File: src/rtl/keypad_pkg.sv
// rtl/keypad_pkg.sv - shared types, dwell constants and sizing helpers for the keypad scanner
package keypad_pkg;

  // Dwell cycle on which the settled, synchronised rows are latched
  localparam int DWELL_CAPTURE   = 3;
  // First dwell cycle of per-row debounce processing (row 0)
  localparam int DWELL_PROC_BASE = 4;
  // Debounce counter width; DEBOUNCE is limited to 1..15
  localparam int CNT_W           = 4;

  typedef enum logic {
    ST_IDLE,
    ST_SCAN
  } scan_state_t;

  // Index width for n items, never narrower than one bit
  function automatic int idx_w(input int n);
    return (n < 2) ? 1 : $clog2(n);
  endfunction

  // Key code width for a matrix of n_keys keys
  function automatic int code_w(input int n_keys);
    return idx_w(n_keys);
  endfunction

  // Event word layout: {press, code}; press sits at bit code_w(n_keys)
  function automatic int ev_w(input int n_keys);
    return code_w(n_keys) + 1;
  endfunction

endpackage

File: src/rtl/kp_event_fifo.sv
// rtl/kp_event_fifo.sv - event FIFO with valid/ready pop side and wrap-bit full detection
module kp_event_fifo #(
  parameter int W     = 5,
  parameter int DEPTH = 8
) (
  input  logic         clk,
  input  logic         rst,
  input  logic         i_push,
  input  logic [W-1:0] i_data,
  output logic         o_full,
  output logic         o_valid,
  input  logic         i_ready,
  output logic [W-1:0] o_data
);
  localparam int AW = $clog2(DEPTH);

  logic [W-1:0] r_mem [DEPTH];
  logic [AW:0]  r_wr;
  logic [AW:0]  r_rd;
  logic         w_empty;
  logic         w_pop;
  logic         w_wr_en;

  // Extra pointer bit distinguishes full (lap ahead) from empty (same lap)
  assign w_empty = (r_wr == r_rd);
  assign o_full  = (r_wr[AW] != r_rd[AW]) && (r_wr[AW-1:0] == r_rd[AW-1:0]);
  assign o_valid = !w_empty;
  assign w_pop   = o_valid && i_ready;
  // A pop frees the head slot in the same edge, so a full FIFO can still accept
  assign w_wr_en = i_push && (!o_full || w_pop);
  // Outputs read as zero while empty so stale storage never shows
  assign o_data  = w_empty ? '0 : r_mem[r_rd[AW-1:0]];

  // read/write pointers, wrapping modulo the depth
  always_ff @(posedge clk) begin
    if (rst) begin
      r_wr <= '0;
      r_rd <= '0;
    end else begin
      if (w_wr_en) r_wr <= r_wr + (AW+1)'(1);
      if (w_pop)   r_rd <= r_rd + (AW+1)'(1);
    end
  end

  // event storage; contents are don't-care until written
  always_ff @(posedge clk) begin
    if (w_wr_en) r_mem[r_wr[AW-1:0]] <= i_data;
  end

endmodule

File: src/rtl/keypad_scanner.sv
// rtl/keypad_scanner.sv - column-scanning keypad controller with per-key debounce and event queue
module keypad_scanner
  import keypad_pkg::*;
#(
  parameter int N_ROWS     = 4,
  parameter int N_COLS     = 4,
  parameter int SCAN_DIV   = 16,
  parameter int DEBOUNCE   = 4,
  parameter int FIFO_DEPTH = 8
) (
  input  logic                                clk,
  input  logic                                rst,
  input  logic [N_ROWS-1:0]                   rows,
  output logic [N_COLS-1:0]                   cols,
  output logic                                ev_valid,
  input  logic                                ev_ready,
  output logic                                ev_press,
  output logic [code_w(N_ROWS*N_COLS)-1:0]    ev_code,
  output logic [N_ROWS*N_COLS-1:0]            key_down,
  output logic                                overflow,
  input  logic                                ovf_clr
);
  localparam int N_KEYS = N_ROWS * N_COLS;
  localparam int CODE_W = code_w(N_KEYS);
  localparam int EV_W   = ev_w(N_KEYS);
  localparam int DW     = idx_w(SCAN_DIV);
  localparam int CW     = idx_w(N_COLS);
  localparam int RW     = idx_w(N_ROWS);

  scan_state_t       r_state;
  scan_state_t       w_state_nxt;
  logic [DW-1:0]     r_dwell;
  logic [DW-1:0]     w_dwell_nxt;
  logic [CW-1:0]     r_col;
  logic [CW-1:0]     w_col_nxt;
  logic              w_capture;
  logic              w_proc;

  logic [N_ROWS-1:0] r_sync1;
  logic [N_ROWS-1:0] r_sync2;
  logic [N_ROWS-1:0] r_cap;

  logic [N_KEYS-1:0] r_key_down;
  logic [CNT_W-1:0]  r_cnt [N_KEYS];
  logic [RW-1:0]     w_row;
  logic [CODE_W-1:0] w_key;
  logic [CNT_W-1:0]  w_cnt_inc;
  logic              w_differs;
  logic              w_push;

  logic              w_fifo_full;
  logic [EV_W-1:0]   w_ev_head;
  logic              r_ovf;

  // scan position register: idle in reset, then dwell counter and active column
  always_ff @(posedge clk) begin
    if (rst) begin
      r_state <= ST_IDLE;
      r_dwell <= '0;
      r_col   <= '0;
    end else begin
      r_state <= w_state_nxt;
      r_dwell <= w_dwell_nxt;
      r_col   <= w_col_nxt;
    end
  end

  // next position: leaving idle lands on dwell 0 of column 0; otherwise dwell, then rotate
  always_comb begin
    w_state_nxt = ST_SCAN;
    w_dwell_nxt = '0;
    w_col_nxt   = '0;
    if (r_state == ST_SCAN) begin
      if (r_dwell == DW'(SCAN_DIV - 1)) begin
        w_col_nxt = (r_col == CW'(N_COLS - 1)) ? '0 : r_col + CW'(1);
      end else begin
        w_dwell_nxt = r_dwell + DW'(1);
        w_col_nxt   = r_col;
      end
    end
  end

  // column drive and the capture / per-row processing strobes within a dwell
  always_comb begin
    cols      = '0;
    w_capture = 1'b0;
    w_proc    = 1'b0;
    if (r_state == ST_SCAN) begin
      cols      = N_COLS'(1) << r_col;
      w_capture = (r_dwell == DW'(DWELL_CAPTURE));
      w_proc    = (32'(r_dwell) >= DWELL_PROC_BASE) &&
                  (32'(r_dwell) <  DWELL_PROC_BASE + N_ROWS);
    end
  end

  // two-stage synchroniser on the asynchronous row inputs
  always_ff @(posedge clk) begin
    if (rst) begin
      r_sync1 <= '0;
      r_sync2 <= '0;
    end else begin
      r_sync1 <= rows;
      r_sync2 <= r_sync1;
    end
  end

  // hold the settled row pattern of the active column for row-by-row processing
  always_ff @(posedge clk) begin
    if (rst)            r_cap <= '0;
    else if (w_capture) r_cap <= r_sync2;
  end

  // one row per cycle, row 0 first; code = col * N_ROWS + row
  assign w_row     = RW'(r_dwell - DW'(DWELL_PROC_BASE));
  assign w_key     = CODE_W'(r_col) * CODE_W'(N_ROWS) + CODE_W'(w_row);
  assign w_differs = (r_cap[w_row] != r_key_down[w_key]);
  assign w_cnt_inc = r_cnt[w_key] + CNT_W'(1);
  assign w_push    = w_proc && w_differs && (w_cnt_inc == CNT_W'(DEBOUNCE));

  // per-key debounce: count disagreeing samples, toggle state on the DEBOUNCE-th
  always_ff @(posedge clk) begin
    if (rst) begin
      r_key_down <= '0;
      for (int k = 0; k < N_KEYS; k++) r_cnt[k] <= '0;
    end else if (w_proc) begin
      if (!w_differs) begin
        r_cnt[w_key] <= '0;
      end else if (w_push) begin
        r_key_down[w_key] <= ~r_key_down[w_key];
        r_cnt[w_key]      <= '0;
      end else begin
        r_cnt[w_key] <= w_cnt_inc;
      end
    end
  end

  kp_event_fifo #(
    .W     (EV_W),
    .DEPTH (FIFO_DEPTH)
  ) u_fifo (
    .clk     (clk),
    .rst     (rst),
    .i_push  (w_push),
    .i_data  ({~r_key_down[w_key], w_key}),
    .o_full  (w_fifo_full),
    .o_valid (ev_valid),
    .i_ready (ev_ready),
    .o_data  (w_ev_head)
  );

  // sticky drop flag; a drop in the same cycle as a clear keeps it set
  always_ff @(posedge clk) begin
    if (rst)                                    r_ovf <= 1'b0;
    else if (w_push && w_fifo_full && !ev_ready) r_ovf <= 1'b1;
    else if (ovf_clr)                           r_ovf <= 1'b0;
  end

  assign ev_press = w_ev_head[CODE_W];
  assign ev_code  = w_ev_head[CODE_W-1:0];
  assign key_down = r_key_down;
  assign overflow = r_ovf;

endmodule

File: config.mk
export PLATFORM = sky130hd
export DESIGN_NAME = keypad_scanner
export DESIGN_NICKNAME = d
export VERILOG_FILES = /design/src/rtl/keypad_pkg.sv /design/src/rtl/kp_event_fifo.sv /design/src/rtl/keypad_scanner.sv
export SDC_FILE = /design/constraint.sdc
export NUM_CORES = 1
export LEC_CHECK = 0
export CORE_MARGIN = 2
export CORE_UTILIZATION = 45
export CTS_CLUSTER_DIAMETER = 200
export DETAILED_ROUTE_END_ITERATION = 10
export PLACE_DENSITY = 0.6
export SLEW_MARGIN = 20
export SYNTH_ARGS = -nofsm -noshare
export SYNTH_HDL_FRONTEND = slang
export SYNTH_SLANG_ARGS = --single-unit
File: constraint.sdc
create_clock -name clk -period 4.46 [get_ports clk]
set_input_delay 0.446 -clock clk [delete_from_list [all_inputs] [get_ports clk]]
set_output_delay 0.446 -clock clk [all_outputs]
set_load 0.005 [all_outputs]
=== Yosys cells after proc, flatten, opt, wreduce, memory -nomap -nowiden ===
Memory sizes are Yosys's and may differ from the RTL's. A register that Yosys moved wholly into a read port is not among the register bits.
Index checks and enable logic that the tools add are counted.

* Flip-flop bits (word level): 44
* Bits in writable memories: 104
* Input port bits: 8
* Output and inout port bits: 27
* Word-level logic and storage cells: 95
* Memories: 2

{| class="wikitable"
|+ Memories
! memory !! words !! width !! rd ports !! clocked after memory_dff !! wr ports !! line !! text
|-
| r_cnt || 16 || 4 || 1 || 0 || 16 || keypad_scanner.sv:44 || <nowiki>logic [CNT_W-1:0] r_cnt [N_KEYS];</nowiki>
|-
| u_fifo.r_mem || 8 || 5 || 1 || 1 || 1 || kp_event_fifo.sv:17 || <nowiki>logic [W-1:0] r_mem [DEPTH];</nowiki>
|}

* Add/subtract/negate cells: 7
* Order comparisons: 5
* Eq/ne operators: 8
* Shifts and indexed selects: 1
* Multiplexer cells: 40
* Bitwise operators: 4
* Reduce and logical (&&, ||, !) cells: 18

{| class="wikitable"
|+ Operators with widths
! operator !! count
|-
| two-way mux 1 bit || 27
|-
| two-way mux 4 bit || 5
|-
| adder 4 x 1 -> 4 bit, second input constant || 4
|-
| bitwise mux 16 bit || 1
|-
| logical AND 1 bit || 9
|-
| two-way mux 3 bit || 2
|-
| less-than comparator 4 x 5 -> 1 bit, second input constant || 1
|-
| two-way mux 5 bit || 1
|-
| adder 4 x 2 -> 4 bit || 1
|-
| binary-select mux 1 bit (select 4 bit) || 1
|-
| demux 1 bit (select 4 bit) || 1
|-
| equality test 4 x 2 -> 1 bit, second input constant || 1
|-
| equality test 4 x 3 -> 1 bit, second input constant || 1
|-
| equality test 4 bit || 1
|-
| equality test 4 bit, second input constant || 1
|-
| greater-or-equal comparator 4 x 1 -> 1 bit, second input constant || 1
|-
| greater-or-equal comparator 4 x 3 -> 1 bit, second input constant || 1
|-
| less-than comparator 4 bit, second input constant || 1
|-
| OR reduction 4 bit || 1
|-
| left shift 1 x 2 -> 4 bit, first input constant || 1
|-
| equality test 3 bit || 1
|-
| logical NOT 1 bit || 3
|-
| less-than comparator 2 x 3 -> 1 bit, second input constant || 1
|-
| AND reduction 3 bit || 1
|-
| 12 further kinds || 15
|}

=== Logic depth before layout (Yosys ltp) ===
* Depth after elaboration: 16
* Depth in mapped cells: 12
* Mapped depth without buffers: 9

=== By module ===
From an unflattened synthesis, not the netlist that was laid out.

* Cell total of the unflattened synthesis: 536
* Area, all modules: 7048.0 µm²

{| class="wikitable"
|+ By module, submodules not included
! module !! instances !! cells each !! area each (µm²) !! sequential area each (µm²)
|-
| keypad_scanner || 1 || 400 || 4869.7 || 2642.5
|-
| kp_event_fifo || 1 || 136 || 2178.3 || 1421.4
|}

=== Worst setup path before layout ===
Ideal clock, no wire load.

* Kind: reg2reg
* From: reg r_dwell[1]
* To: mem u_fifo.r_mem[4][0] (enable)
* Library setup time: 0.369 ns
* Data arrival time: 3.315 ns
* Required time: 4.091 ns
* Slack: 0.776 ns
* Stages on the path, launching flop included: 13
* Buffers on the path: 3
* Period minus slack after synthesis: 3.684 ns
* Cells stage by stage: dfxtp_1 -> buf_2 -> clkbuf_1 -> mux4_2 -> a22oi_1 -> nand2_1 -> ha_1 -> xor2_1 -> o22a_1 -> a2111oi_4 -> buf_6 -> nand2b_4 -> nor4b_2

* Longest elaborated chain between the ends: 10
* Elaborated cells between the ends (all ways): 19
* Classes of those cells: add/sub: 3; order compare: 2; eq/ne: 2; mux: 7; reduce/logical: 4; memory: 1

{| class="wikitable"
|+ Ends and longest elaborated chain
! element !! line !! text
|-
| start: declaration || keypad_scanner.sv:32 || <nowiki>logic [DW-1:0] r_dwell;</nowiki>
|-
| start signal: assignment || keypad_scanner.sv:63 || <nowiki>r_dwell <= w_dwell_nxt;</nowiki>
|-
| branches (longest 6 deep; another with adder 4 x 2 -> 4 bit) || n/a ||
|-
| logical AND 1 bit (*) || keypad_scanner.sv:118 || <nowiki>assign w_push = w_proc && w_differs && (w_cnt_inc == CNT_W'(DEBOUNCE));</nowiki>
|-
| logical AND 1 bit (*) || kp_event_fifo.sv:30 || <nowiki>assign w_wr_en = i_push && (!o_full || w_pop);</nowiki>
|-
| two-way mux 1 bit (*) || kp_event_fifo.sv:47 || <nowiki>if (w_wr_en) r_mem[r_wr[AW-1:0]] <= i_data;</nowiki>
|-
| two-way mux 1 bit (not written as such) (*) || kp_event_fifo.sv:47 ||
|-
| end: declaration || kp_event_fifo.sv:17 ||
|}

Every way passes the cells marked *. The select of a mux whose other input is x is not followed.

=== Final worst setup path ===
* From: reg r_dwell[0]
* To: mem u_fifo.r_mem[1][2] (enable)

The elaborated chain is that of the path after synthesis.

==> flow_metrics.env <==
export IMPL_status="finished clean"
export IMPL_layout_drive_gt1_share=0.139
export IMPL_final_max_slew_viol_count=0
export IMPL_dp_slack_ps=347
export IMPL_yosysTopAreaCellShare=0.457
export IMPL_cp_max_fo=22
export IMPL_rows=45
export IMPL_numCtsBuffers=17
export IMPL_track_usage=0.208
export IMPL_clock_sinks=151
export IMPL_drtAntennaViolNets=0
export IMPL_final_cells=770
export IMPL_cts_tree="built"
export IMPL_path_buf_inv=1
export IMPL_num_vias=4304
export IMPL_ys_seq_area_frac=0.594
export IMPL_hold_buffers=0
export IMPL_crit_chain="buf_4 > mux4_2 > a22o_1 > a221oi_1 > a31oi_2 > a2111oi_4 > nand2b_4 > nor4b_2"
export IMPL_syn_to_final_growth_pct=15.5
export IMPL_die_w_um=127
export IMPL_r2r_end="u_fifo.r_mem[1][2]"
export IMPL_layout_min_cycle_time_ps=4150
export IMPL_slew_headroom=0.299
export IMPL_r2r_start="r_dwell[0]"
export IMPL_clock_root_buffer="clkbuf_16"
export IMPL_synth_flop_cell="edfxtp_1"
export IMPL_end_kind="register"
export IMPL_synth_cell_type_count=46
export IMPL_synth_area_sq_um=6840
export IMPL_cts_setup_buffers=0
export IMPL_final_core_util=0.526
export IMPL_antenna_found_initial=0
export IMPL_setup_viol=0
export IMPL_io_buffers=34
export IMPL_fin_crit_sh=0.931
export IMPL_diodes=0
export IMPL_clock_fmax_ghz=0.241
export IMPL_r2r_cells=8
export IMPL_startpoint_type="register"
export IMPL_firstDrtPassIters=5
export IMPL_final_setup_worst_slack_ps=307
export IMPL_dp_hpwl_um=10600
export IMPL_yosysWarningCount=0
export IMPL_die_h_um=127
export IMPL_ys_ff_latch=151
export IMPL_setup_tns_ps=0
export IMPL_hold_viol_final=0
export IMPL_tightest_slew_ps=1040
export IMPL_p_per_area_nw_per_um2=383
export IMPL_drv_cap=0
export IMPL_drc_errors=0
export IMPL_wirelength_um=15900
export IMPL_syn_inst=541
export IMPL_hold_class="reg -> reg"
export IMPL_hp_start="r_sync1[2]"
export IMPL_path_delay_family="compound AO/OA/AOI/OAI gates"
export IMPL_rsz0062_at_grt="no"
export IMPL_crit_start="r_dwell[0]"
export IMPL_post_cts_resized=0
export IMPL_h_tree_depth=4
export IMPL_clkTransAtPathRegs_ps=60
export IMPL_grt_max_degree=26
export IMPL_p_leak_nw=2.70
export IMPL_synthTopCellsByArea="edfxtp_1 (46%), dfxtp_1 (14%), mux4_2 (8.2%)"
export IMPL_fin_hold_ws_ps=453
export IMPL_grt_pass1_wl_um=25000
export IMPL_dieArea_sq_um=16200
export IMPL_rrSetupSlack_ps=310
export IMPL_worst_clock_skew_ps=9.35
export IMPL_start_util=0.455
export IMPL_clk_path_buf_depth=2
export IMPL_io_pins=35
export IMPL_critical_path_max_stage_delay_ps=740
export IMPL_path_class="reg -> reg"
export IMPL_crit_end="u_fifo.r_mem[1][2]"
export IMPL_worst_ep_required_time_ps=4510
export IMPL_synth_edf_count=104
export IMPL_gp_congestion=0.884
export IMPL_cp_depth=8
export IMPL_yosys_area_top_type="edfxtp_1"
export IMPL_clock_latency_ps=420
export IMPL_nets=589
export IMPL_critPathSlowestCell="dfxtp_2"
export IMPL_grt_pass1_vias=4260
export IMPL_wl_per_cell_um=20.6
export IMPL_async_reset_ff_frac=0
export IMPL_vdd_drop_max_v=0.000319
export IMPL_place_inst=738
export IMPL_via_per_inst=5.59
export IMPL_core_sq_um=15000
export IMPL_drt_iter0_drc=365
export IMPL_syn_nets=561
export IMPL_n_fill_cell=1245
export IMPL_synth_area_per_cell_sq_um=12.6
export IMPL_overflow=0
export IMPL_worstPathArrival_ps=4200
==> sequential cells by signal, summed over array words and instances, names as in the netlist, named ones only <==
| signal | count |
|---|---|
| r_dwell | 4 |
| u_fifo.r_mem | 40 |
| r_sync1 | 4 |
| r_col | 2 |
| r_cap | 4 |
| u_fifo.r_wr | 4 |
| r_state | 1 |
| r_cnt | 64 |
| key_down | 16 |
| u_fifo.r_rd | 4 |
| r_sync2 | 4 |
| overflow | 1 |
==> layout by cell type, fill, tap and decap left out, drive strengths merged, types with 2 or more instances in the layout <==
master         instances
a21oi                  5
a22oi                  9
and2                   7
and3                   3
and4b                  2
buf                   12
bufinv                 2
clkbuf                20
clkdlybuf4s50         34
clkinv                 5
clkinvlp               3
dfxtp                 47
edfxtp               104
ha                    12
inv                    9
mux2                   2
mux2i                 46
mux4                  25
nand2                 46
nand3                 24
nand4                  2
nor2                  92
nor2b                 19
nor3                   5
nor4b                  3
o21ai                 19
xnor2                  6
xor2                   5
==> report_power, final <==
part / internal [mW] / switching (mW) / total (mW)
logic: 0.0458 / 0.0613 / 0.107
registers: 1.52 / 0.0192 / 1.54
clock network: 0.822 / 0.561 / 1.38
==> cells in the mapped netlist (3+ instances only) <==
cell and instances:
edfxtp_1 104, nor2_1 92, dfxtp_1 47, nand2_1 46, mux2i_1 45, clkbuf_1 26
mux4_2 25, nand3_1 22, nor2b_1 19, o21ai_0 18, ha_1 12, a22oi_1 9
and2_1 7, inv_1 7, xnor2_1 6, a21oi_1 5, nor3_1 5, xor2_1 5
buf_2 4, and3_1 3, buf_6 3, nor4b_2 3
==> through the flow <==
stage	cell area, sq um	power (mW)
after CTS	7900	3.05
after detailed placement	7340	1.68
after global routing	7900	3.13
after floorplan	6840	1.64
after global placement	7340	1.67
final	7900	3.03
==> logic make-up (layout without fill, tap and decap cells) <==
| group | after synthesis | after routing | synth area share |
|---|---|---|---|
| xor gates and xnor gates | 11 | 11 | 0.0141 |
| buffers and inverters | 44 | 85 | 0.0293 |
| DFF | 151 | 151 | 0.594 |
| AOI/OAI and AO/OA | 39 | 39 | 0.0384 |
| muxes | 73 | 73 | 0.153 |
| and+or+nand+nor | 211 | 211 | 0.149 |
| adders and majority gates | 12 | 12 | 0.0219 |
==> cell type report <==
cell class / instances / area, sq um / area share
multi-input cells: 346 / 2580 / 0.327
repair buffers: 46 / 430 / 0.0545
well taps: 188 / 235 / 0.0298
inverters: 7 / 26.3 / 0.00333
clock inverters: 12 / 128 / 0.0162
clock buffers: 20 / 437 / 0.0553
flip-flops and latches: 151 / 4070 / 0.514
==> how the worst min path moves through the flow <==
stage,endpoint,slack [ps],depth (start not counted)
finish,r_sync2[2],450,1
global route,r_sync2[1],470,1
CTS,r_sync2[2],460,1
detailed placement,r_sync2[2],430,1
global placement,r_sync2[0],430,1
floorplan,r_sync2[0],410,1
==> per-layer routing <==
| layer | track usage | share of wire | up-vias |
|---|---|---|---|
| met5 | 0 | 0 | - |
| met4 | 0.0627 | 0.013 | 0 |
| met3 | 0.0507 | 0.051 | 13 |
| met2 | 0.318 | 0.48 | 148 |
| met1 | 0.296 | 0.45 | 2128 |
| li1 | - | - | 2015 |
Note: power is estimated with default switching activity, not from simulation.
